$ cat src/rtl/imem_fetch_if.sv
// Bundle of fetch, loader and memory-port signals for the instruction memory sequencer.
// The controller uses the slave modport. The core/loader/memory side uses the master modport.
interface imem_fetch_if #(
    parameter int ADDR_WIDTH = 10
);
    logic                  fetch_req;
    logic [31:0]           fetch_addr;
    logic                  fetch_valid;
    logic [31:0]           fetch_instr;
    logic                  fetch_err;
    logic                  load_we;
    logic [ADDR_WIDTH-1:0] load_addr;
    logic [7:0]            load_data;
    logic                  load_ready;
    logic [ADDR_WIDTH-1:0] mem_addr;
    logic                  mem_we;
    logic [7:0]            mem_wdata;
    logic [7:0]            mem_rdata;

    modport slave (
        input  fetch_req, fetch_addr, load_we, load_addr, load_data, mem_rdata,
        output fetch_valid, fetch_instr, fetch_err, load_ready, mem_addr, mem_we, mem_wdata
    );

    modport master (
        output fetch_req, fetch_addr, load_we, load_addr, load_data, mem_rdata,
        input  fetch_valid, fetch_instr, fetch_err, load_ready, mem_addr, mem_we, mem_wdata
    );
endinterface

$ cat src/rtl/imem_fetch_ctrl.sv
// Shares a byte-wide synchronous-read memory between a program loader and 32-bit instruction fetches.
// State table (state | meaning):
//   S_IDLE | loader owns the port; accepts a fetch when no write is pending
//   S_RD   | issues byte reads base+cnt; captures the previous byte each cycle
//   S_LAST | captures byte 3 and commits the assembled instruction
//   S_RESP | one-cycle fetch_valid pulse, with fetch_err for a misaligned pc
module imem_fetch_ctrl #(
    parameter int ADDR_WIDTH = 10
) (
    input  logic        clk,
    input  logic        rst,
    imem_fetch_if.slave bus
);
    typedef enum logic [1:0] {S_IDLE, S_RD, S_LAST, S_RESP} state_t;

    state_t                state_q, state_d;
    logic [1:0]            cnt_q, cnt_d;
    logic [ADDR_WIDTH-1:0] base_q, base_d;
    logic                  err_q, err_d;
    logic [23:0]           bytes_q, bytes_d;
    logic [31:0]           instr_q, instr_d;

    always_ff @(posedge clk or posedge rst) begin
        if (rst) begin
            state_q <= S_IDLE;
            cnt_q   <= 2'd0;
            base_q  <= '0;
            err_q   <= 1'b0;
            bytes_q <= 24'h0;
            instr_q <= 32'h0;
        end else begin
            state_q <= state_d;
            cnt_q   <= cnt_d;
            base_q  <= base_d;
            err_q   <= err_d;
            bytes_q <= bytes_d;
            instr_q <= instr_d;
        end
    end

    always_comb begin
        state_d         = state_q;
        cnt_d           = cnt_q;
        base_d          = base_q;
        err_d           = err_q;
        bytes_d         = bytes_q;
        instr_d         = instr_q;
        bus.load_ready  = (state_q == S_IDLE);
        bus.mem_we      = bus.load_we & (state_q == S_IDLE);
        bus.mem_wdata   = bus.load_data;
        bus.mem_addr    = bus.load_addr;
        bus.fetch_valid = (state_q == S_RESP);
        bus.fetch_err   = (state_q == S_RESP) & err_q;
        bus.fetch_instr = instr_q;

        case (state_q)
            S_IDLE: begin
                // A pending loader write always takes the port; the fetch waits.
                if (!bus.load_we && bus.fetch_req) begin
                    base_d = bus.fetch_addr[ADDR_WIDTH-1:0];
                    cnt_d  = 2'd0;
                    if (bus.fetch_addr[1:0] != 2'b00) begin
                        err_d   = 1'b1;
                        state_d = S_RESP;
                    end else begin
                        err_d   = 1'b0;
                        state_d = S_RD;
                    end
                end
            end
            S_RD: begin
                bus.mem_addr = base_q + ADDR_WIDTH'(cnt_q);
                cnt_d        = cnt_q + 2'd1;
                case (cnt_q)
                    2'd1:    bytes_d[7:0]   = bus.mem_rdata;
                    2'd2:    bytes_d[15:8]  = bus.mem_rdata;
                    2'd3:    bytes_d[23:16] = bus.mem_rdata;
                    default: ;
                endcase
                if (cnt_q == 2'd3) begin
                    state_d = S_LAST;
                end
            end
            S_LAST: begin
                bus.mem_addr = base_q + ADDR_WIDTH'(3);
                instr_d      = {bus.mem_rdata, bytes_q};
                state_d      = S_RESP;
            end
            S_RESP: begin
                state_d = S_IDLE;
            end
            default: state_d = S_IDLE;
        endcase
    end
endmodule

$ cat src/flat_wrapper.sv
// flat-port wrapper written by rule: the top's interface ports become plain ports
module imem_fetch_ctrl_flat 
#(
    parameter int ADDR_WIDTH = 10
)
  (clk, rst, bus_fetch_req, bus_fetch_addr, bus_load_we, bus_load_addr, bus_load_data, bus_mem_rdata, bus_fetch_valid, bus_fetch_instr, bus_fetch_err, bus_load_ready, bus_mem_addr, bus_mem_we, bus_mem_wdata);
  imem_fetch_if #(.ADDR_WIDTH(ADDR_WIDTH)) bus_i ();
  input  logic clk;
  input  logic rst;
  input wire logic [$bits(bus_i.fetch_req)-1:0] bus_fetch_req;
  input wire logic [$bits(bus_i.fetch_addr)-1:0] bus_fetch_addr;
  input wire logic [$bits(bus_i.load_we)-1:0] bus_load_we;
  input wire logic [$bits(bus_i.load_addr)-1:0] bus_load_addr;
  input wire logic [$bits(bus_i.load_data)-1:0] bus_load_data;
  input wire logic [$bits(bus_i.mem_rdata)-1:0] bus_mem_rdata;
  output wire logic [$bits(bus_i.fetch_valid)-1:0] bus_fetch_valid;
  output wire logic [$bits(bus_i.fetch_instr)-1:0] bus_fetch_instr;
  output wire logic [$bits(bus_i.fetch_err)-1:0] bus_fetch_err;
  output wire logic [$bits(bus_i.load_ready)-1:0] bus_load_ready;
  output wire logic [$bits(bus_i.mem_addr)-1:0] bus_mem_addr;
  output wire logic [$bits(bus_i.mem_we)-1:0] bus_mem_we;
  output wire logic [$bits(bus_i.mem_wdata)-1:0] bus_mem_wdata;
  assign bus_i.fetch_req = bus_fetch_req;
  assign bus_i.fetch_addr = bus_fetch_addr;
  assign bus_i.load_we = bus_load_we;
  assign bus_i.load_addr = bus_load_addr;
  assign bus_i.load_data = bus_load_data;
  assign bus_i.mem_rdata = bus_mem_rdata;
  assign bus_fetch_valid = bus_i.fetch_valid;
  assign bus_fetch_instr = bus_i.fetch_instr;
  assign bus_fetch_err = bus_i.fetch_err;
  assign bus_load_ready = bus_i.load_ready;
  assign bus_mem_addr = bus_i.mem_addr;
  assign bus_mem_we = bus_i.mem_we;
  assign bus_mem_wdata = bus_i.mem_wdata;
  imem_fetch_ctrl #(.ADDR_WIDTH(ADDR_WIDTH)) u_core (.clk(clk), .rst(rst), .bus(bus_i));
endmodule
$ cat config.mk
export PLATFORM = sky130hd
export DESIGN_NAME = imem_fetch_ctrl_flat
export DESIGN_NICKNAME = d
export VERILOG_FILES = /design/src/rtl/imem_fetch_if.sv /design/src/rtl/imem_fetch_ctrl.sv /design/src/flat_wrapper.sv
export SDC_FILE = /design/constraint.sdc
export NUM_CORES = 1
export LEC_CHECK = 0
export CAP_MARGIN = 15
export CORE_MARGIN = 1.5
export CORE_UTILIZATION = 43
export CTS_CLUSTER_SIZE = 10
export DETAILED_ROUTE_END_ITERATION = 16
export DONT_BUFFER_PORTS = 1
export GPL_TIMING_DRIVEN = 0
export PLACE_DENSITY = 0.64
export SLEW_MARGIN = 15
export SYNTH_ARGS = -nofsm -noshare
export SYNTH_HDL_FRONTEND = slang
export SYNTH_SLANG_ARGS = --single-unit
$ cat constraint.sdc
create_clock -name clk -period 4 [get_ports clk]
set_input_delay 1.2 -clock clk [delete_from_list [all_inputs] [get_ports clk]]
set_output_delay 1.2 -clock clk [all_outputs]
set_load 0.1 [all_outputs]
==> results of run 1 <==
==> final cells by class <==
cell class | count | area share (%)
flip-flops and latches | 71 | 47.5
inverters | 7 | 0.768
multi-input cells | 141 | 39.1
repair buffers | 5 | 1.54
well taps | 99 | 3.31
clock buffers | 10 | 3.67
plain buffers | 15 | 2.54
clock inverters | 6 | 1.60
==> stage by stage <==
stage | setup slack (ns) | std cells | cell area, sq um | util, %
after floorplan | 0.0234 | 236 | 3290 | -
after global placement | -0.235 | 335 | 3420 | 47.6
after detailed placement | -0.249 | 336 | 3450 | 48.0
after CTS | -0.0461 | 354 | 3690 | 51.5
after global routing | -0.0206 | 354 | 3750 | 52.2
final | 0.0882 | 354 | 3750 | 52.2
==> worst max-delay path, stage by stage (launching register included) <==
cell,delay [ns]
dfrtp_1,0.39
inv_2,0.09
ha_4,0.14
or2_4,0.12
ha_4,0.15
fa_2,0.21
nand4_1,0.22
or3_4,0.40
a31oi_4,0.64
==> logic make-up after synthesis <==
family	Yosys count
flip-flops	71
multiplexers	69
AND/OR/NAND/NOR	36
buffers and inverters	24
AO/OA/AOI/OAI	23
adder cells (fa/ha/maj)	10
XOR/XNOR	3
==> routing by layer <==
| metal | up-vias | track usage, % | share of wire [%] |
|---|---|---|---|
| met5 | - | 0 | 0 |
| met3 | 8 | 6.90 | 8.7 |
| met4 | 0 | 6.82 | 1.4 |
| met1 | 952 | 18.5 | 40 |
| li1 | 855 | - | - |
| met2 | 66 | 27.2 | 50 |
==> worst paths after layout <==
| kind | startpoint | slack (ns) | endpoint | cells after the start |
|---|---|---|---|---|
| max | u_core.state_q[0] | 0.09 | bus_mem_addr[8] | 8 |
| min | u_core.bytes_q[10] | 0.50 | u_core.bus.fetch_instr[10] | 1 |
| max reg2reg | u_core.state_q[1] | 1.79 | u_core.base_q[4] | 6 |
| min reg2reg | u_core.bytes_q[10] | 0.50 | u_core.bus.fetch_instr[10] | 1 |
| max in group asynchronous | rst | 2.82 | u_core.bus.fetch_instr[20] | 2 |
| min in group asynchronous | rst | 0.65 | u_core.cnt_q[0] | 1 |
==> layout by cell type (no fill, tap or decap), types with 2 or more instances in the layout <==
cell type / count
and2_1: 2
nand4_1: 2
or4_4: 2
nor2_1: 10
ha_1: 5
xnor2_1: 2
a21oi_1: 3
or3_4: 2
nand3b_1: 2
clkinvlp_4: 2
clkbuf_1: 2
nand3_1: 3
o31ai_1: 2
buf_4: 12
clkinv_2: 3
inv_1: 5
o21ai_2: 2
a21oi_4: 3
o21ai_0: 4
clkbuf_8: 10
nand2_1: 5
ha_4: 3
mux2_2: 69
dfrtp_1: 70
or2_4: 2
nand2b_1: 2
buf_2: 4
a31oi_4: 6
==> what timing repair did <==
| action | 4_1_cts | 5_1_grt |
|---|---|---|
| resized for setup | 11 | 11 |
| endpoints found under the setup margin | 10 | 8 |
| gates cloned | 0 | 0 |
| pin swaps | 7 | 8 |
| setup buffers | 4 | 0 |
==> flip-flops by register name, indices dropped and copies added, names as in the netlist <==
register                flops
u_core.bus.fetch_instr     32
u_core.bytes_q             24
u_core.base_q              10
u_core.cnt_q                2
u_core.state_q              2
u_core.err_q                1
==> metrics, run 1 <==
CP Launch Type flip-flop; vias in the first global route 1811; top cells by area, synth dfrtp_1 (56%), mux2_2 (24%), ha_1 (3.6%); DRT iter0 DRCs 37; Die Height 88.9 um; Cell variety after synth 30; largest family of logic cells by synthesized area multiplexers; Clk Latency, worst-skew pair 0.34 ns; CTS max path bufs 2; XOR/XNOR share of the synthesized area 0.828%; Synth Cell Area 0.00317 sq mm; syn_nets 308; CP endpoint kind output port; Worst Tran Pin Value 0.977 ns; GRT Total Usage 16.3%; Detail Route Antenna Nets 0; vias post-DR 1881; Multi-input gate area 0.00147 sq mm; overall die width 88.9 um; gpl congestion 0.752; # setup viols final 0; share of layout cells above drive strength 1 51.0%; #FFs+latches synth 71; Num CTS Buffers 9; DRC viols 0; Crit path required time 2.80 ns; Post-layout nets 322; clock period minus worst slack 3.91 ns; register area 0.00178 sq mm; critical path peak fanout 4; Crit Path Category reg2out; most frequent cell after synthesis dfrtp_1; CTS H-tree depth 3; slew margin rel. 34.8%; Die ar. 0.00790 sq mm; Fin. Hold Viols 0; post-synthesis sequential area ratio 56.0%; via/cell ratio 5.31; PortBufs 0; Final Hold Slack 0.501 ns; CTS root buf clkbuf_8; FP Rows 31; # fillers 622; final worst-path cycle share 97.8%; io pins 116; 1st-pass router iterations 2; area leader, netlist dfrtp_1; Area growth syn-to-layout 18.1%; Final HPWL DP 4240 um; FMAX 256 MHz; Mapped Cells 236; synthesized-area fraction occupied by adder cells 4.18%; outcome complete, no violations; Async SR Flop Fraction 100%; Synth Area in Compound Gates 4.38%; Synth top cells by count dfrtp_1 (71), mux2_2 (69), nor2_1 (10); CTS tree yes; Total Neg Setup Slack 0 ns; Max Cap Viol 0; Hold Crit Class reg2reg; Post-synth EDFFs 0; Starting Density 44.2%; largest net degree at the start of global routing 57; Synth top area share 56.0%; Avg Cell Area, Syn 13.4 sq um; CP Data Arrival Time 2.71 ns; first-pass GRT wire length 9250 um; Post-Synth Simple-Gate Area 6.11%; clock slew at reported path FFs 0.08 ns; Slew Viols, Final 0; final wirelength 6060 um; Worst Clk Skew 0.00853 ns; initial antenna violation count 0; Post-CTS Hold Buffers 0; Main synth FF type dfrtp_1; core area 0.00718 sq mm; grt total ovfl 0; WL/cell 17.1 um; multiplexer share of the synthesized area 24.5%; Antenna Cells 0; Sink Count 71; synth warn 0
Power of run 1 is left out: the tool's default activity adds up to more than one toggle a clock period on the data nets, which glitch-free logic cannot reach.
==> inputs of run 2 (changes only) <==
--- a/config.mk
+++ b/config.mk
@@ -12,7 +12,8 @@
 export DETAILED_ROUTE_END_ITERATION = 16
 export DONT_BUFFER_PORTS = 1
 export GPL_TIMING_DRIVEN = 0
-export PLACE_DENSITY = 0.64
+export PLACE_DENSITY = 0.56
+export SKIP_CTS_REPAIR_TIMING = 1
 export SLEW_MARGIN = 15
 export SYNTH_ARGS = -nofsm -noshare
 export SYNTH_HDL_FRONTEND = slang
==> metrics, run 2 (synthesis results as in run 1) <==
Final HPWL DP 4180 um (was 4240 um); Worst Tran Pin Value 0.982 ns (was 0.977 ns); Die ar. 0.00790 sq mm (unchanged); Total Neg Setup Slack -0.397 ns (was 0 ns); FP Rows 31 (unchanged); vias post-DR 1876 (was 1881); final worst-path cycle share 103% (was 97.8%); Slew Viols, Final 0 (unchanged); failing checks negative setup slack; slew margin rel. 34.5% (was 34.8%); 1st-pass router iterations 4 (was 2); clock period minus worst slack 4.13 ns (was 3.91 ns); PortBufs 0 (unchanged); dpl cells 336 (unchanged); Fin. Hold Viols 0 (unchanged); Clk Latency, worst-skew pair 0.33 ns (was 0.34 ns); Crit path required time 2.80 ns (about the same); Post-layout nets 330 (was 322); GRT Total Usage 15.8% (was 16.3%); Hold Crit Class reg2reg (unchanged); final wirelength 6110 um (was 6060 um); critical path peak fanout 6 (was 4); via/cell ratio 5.18 (was 5.31); Final Hold Slack 0.484 ns (was 0.501 ns); Max Cap Viol 0 (unchanged); # fillers 635 (was 622); final non-filler cell total 362 (was 354); CTS max path bufs 2 (unchanged); commonest non-fill, non-tap cells in the layout dfrtp_1 (71), mux2_2 (69), buf_4 (19), nor2_1 (10), clkbuf_8 (10) (was dfrtp_1 (70), mux2_2 (69), buf_4 (12), nor2_1 (10), clkbuf_8 (10)); Sink Count 71 (unchanged); DRC viols 0 (unchanged); FMAX 242 MHz (was 256 MHz); Post-Place Worst Slack -0.290 ns (was -0.249 ns); clock slew at reported path FFs 0.07 ns (was 0.08 ns); Num CTS Buffers 9 (unchanged); commonest non-fill, non-tap cell in the layout dfrtp_1 (unchanged); Worst Clk Skew 0.00646 ns (was 0.00853 ns); Starting Density 44.2% (unchanged); initial antenna violation count 0 (unchanged); first-pass GRT wire length 8890 um (was 9250 um); Antenna Cells 0 (unchanged); core area 0.00718 sq mm (unchanged); CTS H-tree depth 3 (unchanged); Largest register FFs 32 (unchanged); largest net degree at the start of global routing 60 (was 57); vias in the first global route 1683 (was 1811); gpl congestion 0.740 (was 0.752); grt total ovfl 0 (unchanged); Detail Route Antenna Nets 0 (unchanged); DRT iter0 DRCs 73 (was 37); RSZ-0062 raised after global routing true; io pins 116 (unchanged); outcome finished, violations left (was complete, no violations); CTS tree yes (unchanged); # setup viols final 5 (was 0); share of layout cells above drive strength 1 52.5% (was 51.0%); WL/cell 16.9 um (was 17.1 um); CTS root buf clkbuf_8 (unchanged); Crit Path Category reg2out (unchanged); overall die width 88.9 um (unchanged); setup ws final -0.131 ns (was 0.0882 ns); CP endpoint kind output port (unchanged); CP Launch Type flip-flop (unchanged); Multi-input gate area 0.00147 sq mm (about the same); Area growth syn-to-layout 21.6% (was 18.1%); CP Data Arrival Time 2.93 ns (was 2.71 ns); register area 0.00178 sq mm (about the same); Die Height 88.9 um (unchanged)
[run 2: through the flow]
step	util (%)	area (sq um)
floorplan	-	3290
global placement	47.6	3420
detailed placement	48.0	3450
CTS	51.1	3670
global route	53.8	3860
finish	53.8	3860
[run 2: layout make-up]
type,count,area share (%)
Buffer,15,2.89
Inverter,7,0.746
Timing Repair Buffer,13,3.15
Sequential cell,71,46.1
Multi-Input combinational cell,141,38.2
Clock buffer,11,3.67
Tap cell,99,3.21
Clock inverter,5,2.11
[run 2: path summary, 6_finish.rpt]
path                                         from                    endpoint  slack (ns)  cells past startpoint
max in group asynchronous                     rst            u_core.base_q[1]        2.82                      2
worst min-delay path                 u_core.err_q                u_core.err_q        0.48                      2
worst min register to register       u_core.err_q                u_core.err_q        0.48                      2
worst max-delay path            u_core.state_q[0]             bus_mem_addr[9]       -0.13                      8
min in group asynchronous                     rst  u_core.bus.fetch_instr[16]        0.64                      1
worst max register to register  u_core.state_q[0]            u_core.base_q[6]        1.43                      7
[run 2: per-layer routing]
| layer | vias to the layer above | GRT usage [%] | part of all wire, % | wire [um] |
|---|---|---|---|---|
| met5 | - | 0 | 0 | 0 |
| met4 | 0 | 7.24 | 1.3 | 80 |
| met3 | 8 | 6.06 | 8.6 | 523 |
| met2 | 65 | 24.7 | 48 | 2940 |
| met1 | 933 | 19.2 | 42 | 2570 |
| li1 | 870 | - | - | - |
[run 2: worst max-delay path, stage by stage (launching register included)]
cell     delay [ns]
dfrtp_1        0.41
inv_2          0.07
ha_4           0.19
buf_12         0.13
or2_4          0.25
ha_4           0.28
a21oi_4        0.07
or4_4          0.55
a31oi_4        0.65
Power of run 2 is left out for the same reason.
==> inputs of run 3 (changes only) <==
--- a/config.mk
+++ b/config.mk
@@ -5,13 +5,14 @@
 export SDC_FILE = /design/constraint.sdc
 export NUM_CORES = 1
 export LEC_CHECK = 0
-export CAP_MARGIN = 15
+export CAP_MARGIN = 40
 export CORE_MARGIN = 1.5
 export CORE_UTILIZATION = 43
 export CTS_CLUSTER_SIZE = 10
 export DETAILED_ROUTE_END_ITERATION = 16
 export DONT_BUFFER_PORTS = 1
 export GPL_TIMING_DRIVEN = 0
+export HOLD_SLACK_MARGIN = 0.05
 export PLACE_DENSITY = 0.56
 export SKIP_CTS_REPAIR_TIMING = 1
 export SLEW_MARGIN = 15
==> constraint.sdc (replaced) <==
create_clock -name clk -period 5.3 [get_ports clk]
set_input_delay 1.59 -clock clk [delete_from_list [all_inputs] [get_ports clk]]
set_output_delay 1.59 -clock clk [all_outputs]
set_load 0.1 [all_outputs]
==> metrics, run 3 (synthesis results as in run 1) <==
Critical R2R Launch u_core.state_q[0] (unchanged); Hold Crit Class reg2reg (unchanged); PortBufs 0 (unchanged); Detail Route Antenna Nets 0 (unchanged); via/cell ratio 4.97 (was 5.18); Max Cap Viol 0 (unchanged); Clk Latency, worst-skew pair 0.34 ns (was 0.33 ns); Worst Clk Skew 0.00616 ns (was 0.00646 ns); commonest non-fill, non-tap cells in the layout dfrtp_1 (71), mux2_2 (69), clkbuf_1 (20), buf_16 (20), buf_1 (14) (was dfrtp_1 (71), mux2_2 (69), buf_4 (19), nor2_1 (10), clkbuf_8 (10)); FMAX 198 MHz; CP Launch Type flip-flop (unchanged); R2R setup slack 3.50 ns (was 1.43 ns); Post-Place Worst Slack 0.408 ns (was -0.290 ns); initial antenna violation count 0 (unchanged); Slew Viols, Final 0 (unchanged); slowest CP cell a31oi_4 (unchanged); dpl cells 371 (was 336); vias in the first global route 1966 (was 1683); Starting Density 44.2% (unchanged); Antenna Cells 0 (unchanged); CTS tree yes (unchanged); share of layout cells above drive strength 1 45.5% (was 52.5%); final non-filler cell total 413 (was 362); CP endpoint bus_mem_addr[9] (unchanged); # fillers 555 (was 635); GRT Total Usage 16.7% (was 15.8%); Worst Tran Pin Value 0.899 ns (was 0.982 ns); largest net degree at the start of global routing 50 (was 60); RSZ-0062 raised after global routing false (was true); Die Height 88.9 um (unchanged); core area 0.00718 sq mm (unchanged); Final HPWL DP 4580 um (was 4180 um); Largest register FFs 32 (unchanged); io pins 116 (unchanged); CTS max path bufs 2 (unchanged); clock period minus worst slack 5.05 ns; r2r endpoint u_core.base_q[5] (was u_core.base_q[6]); Crit path required time 3.71 ns (was 2.80 ns); Die ar. 0.00790 sq mm (unchanged); DRT iter0 DRCs 52 (was 73); register area 0.00178 sq mm (unchanged); WL/cell 15.7 um (was 16.9 um); grt total ovfl 0 (unchanged); outcome complete, no violations (was finished, violations left); gpl congestion 0.744 (was 0.740); DRC viols 0 (unchanged); clock slew at reported path FFs 0.07 ns (about the same); CP endpoint kind output port (unchanged); most frequent cell on the critical path ha_1 (was ha_4); slew margin rel. 40.0% (was 34.5%); final wirelength 6500 um (was 6110 um); Sink Count 71 (unchanged); overall die width 88.9 um (unchanged); CTS root buf clkbuf_8 (unchanged); CP startpoint u_core.state_q[0] (unchanged); CTS H-tree depth 3 (unchanged); Fin. Hold Viols 0 (unchanged); Slowest Stage Delay on Critical Path 0.67 ns (was 0.65 ns); Multi-input gate area 0.00137 sq mm (was 0.00147 sq mm); Num CTS Buffers 9 (unchanged); 1st-pass router iterations 4 (unchanged); FP Rows 31 (unchanged); Total Neg Setup Slack 0 ns (was -0.397 ns); critical path peak fanout 10 (was 6); commonest non-fill, non-tap cell in the layout dfrtp_1 (unchanged); setup ws final 0.247 ns (was -0.131 ns); Post-layout nets 381 (was 330); Worst Reg2Reg Path Length in Cells 6 (was 7); vias post-DR 2053 (was 1876); # setup viols final 0 (was 5); Crit Path Category reg2out (unchanged); final worst-path cycle share 95.3%; CP Data Arrival Time 3.46 ns (was 2.93 ns); Final Instance Area 0.00450 sq mm (was 0.00386 sq mm); Area growth syn-to-layout 41.8% (was 21.6%); first-pass GRT wire length 9560 um (was 8890 um); placed instance area 0.00398 sq mm (was 0.00345 sq mm); critical-path cell list inv_1 -> ha_1 -> buf_2 -> or2_2 -> ha_1 -> a21oi_1 -> or4_1 -> a31oi_4 (was inv_2 -> ha_4 -> buf_12 -> or2_4 -> ha_4 -> a21oi_4 -> or4_4 -> a31oi_4)
==> run 3: layer usage <==
| metal | GRT usage, % | share of wire (%) | vias to the layer above | routed length [um] |
|---|---|---|---|---|
| met4 | 7.67 | 1.7 | 0 | 108 |
| met2 | 28.6 | 51 | 56 | 3330 |
| met5 | 0 | 0 | - | 0 |
| li1 | - | - | 976 | - |
| met1 | 18.4 | 40 | 1012 | 2580 |
| met3 | 6.25 | 7.6 | 9 | 492 |
==> run 3: worst min-delay path by stage <==
| stage | cells past startpoint | start | slack, ns | to |
|---|---|---|---|---|
| finish | 2 | u_core.err_q | 0.50 | u_core.err_q |
| global route | 1 | u_core.bytes_q[12] | 0.51 | u_core.bytes_q[12] |
| CTS | 1 | u_core.bytes_q[10] | 0.50 | u_core.bus.fetch_instr[10] |
| detailed placement | 1 | u_core.bytes_q[14] | 0.48 | u_core.bus.fetch_instr[14] |
| global placement | 2 | u_core.err_q | 0.48 | u_core.err_q |
| floorplan | 2 | u_core.err_q | 0.44 | u_core.err_q |
==> run 3: critical path: cells and delay by family, from the launching register on <==
kind | cells | cell delay [ns]
flops | 1 | 0.41
compound gates | 2 | 0.81
simple gates | 2 | 0.92
fa+ha+maj | 2 | 0.62
buf+inv | 2 | 0.36
==> run 3: metrics by stage <==
| step | hold slack (ns) | util, % |
|---|---|---|
| floorplan | 0.442 | - |
| global placement | 0.478 | 46.2 |
| detailed placement | 0.485 | 55.4 |
| CTS | 0.502 | 58.2 |
| global route | 0.513 | 62.7 |
| finish | 0.496 | 62.7 |
==> run 3: final cells by class <==
type	count	area share, %
Sequential cell	71	39.5
Multi-Input combinational cell	141	30.4
Timing Repair Buffer	63	20.2
Clock buffer	10	3.06
Tap cell	99	2.75
Buffer	16	2.14
Clock inverter	6	1.34
Inverter	7	0.640
Power of run 3 is left out for the same reason.
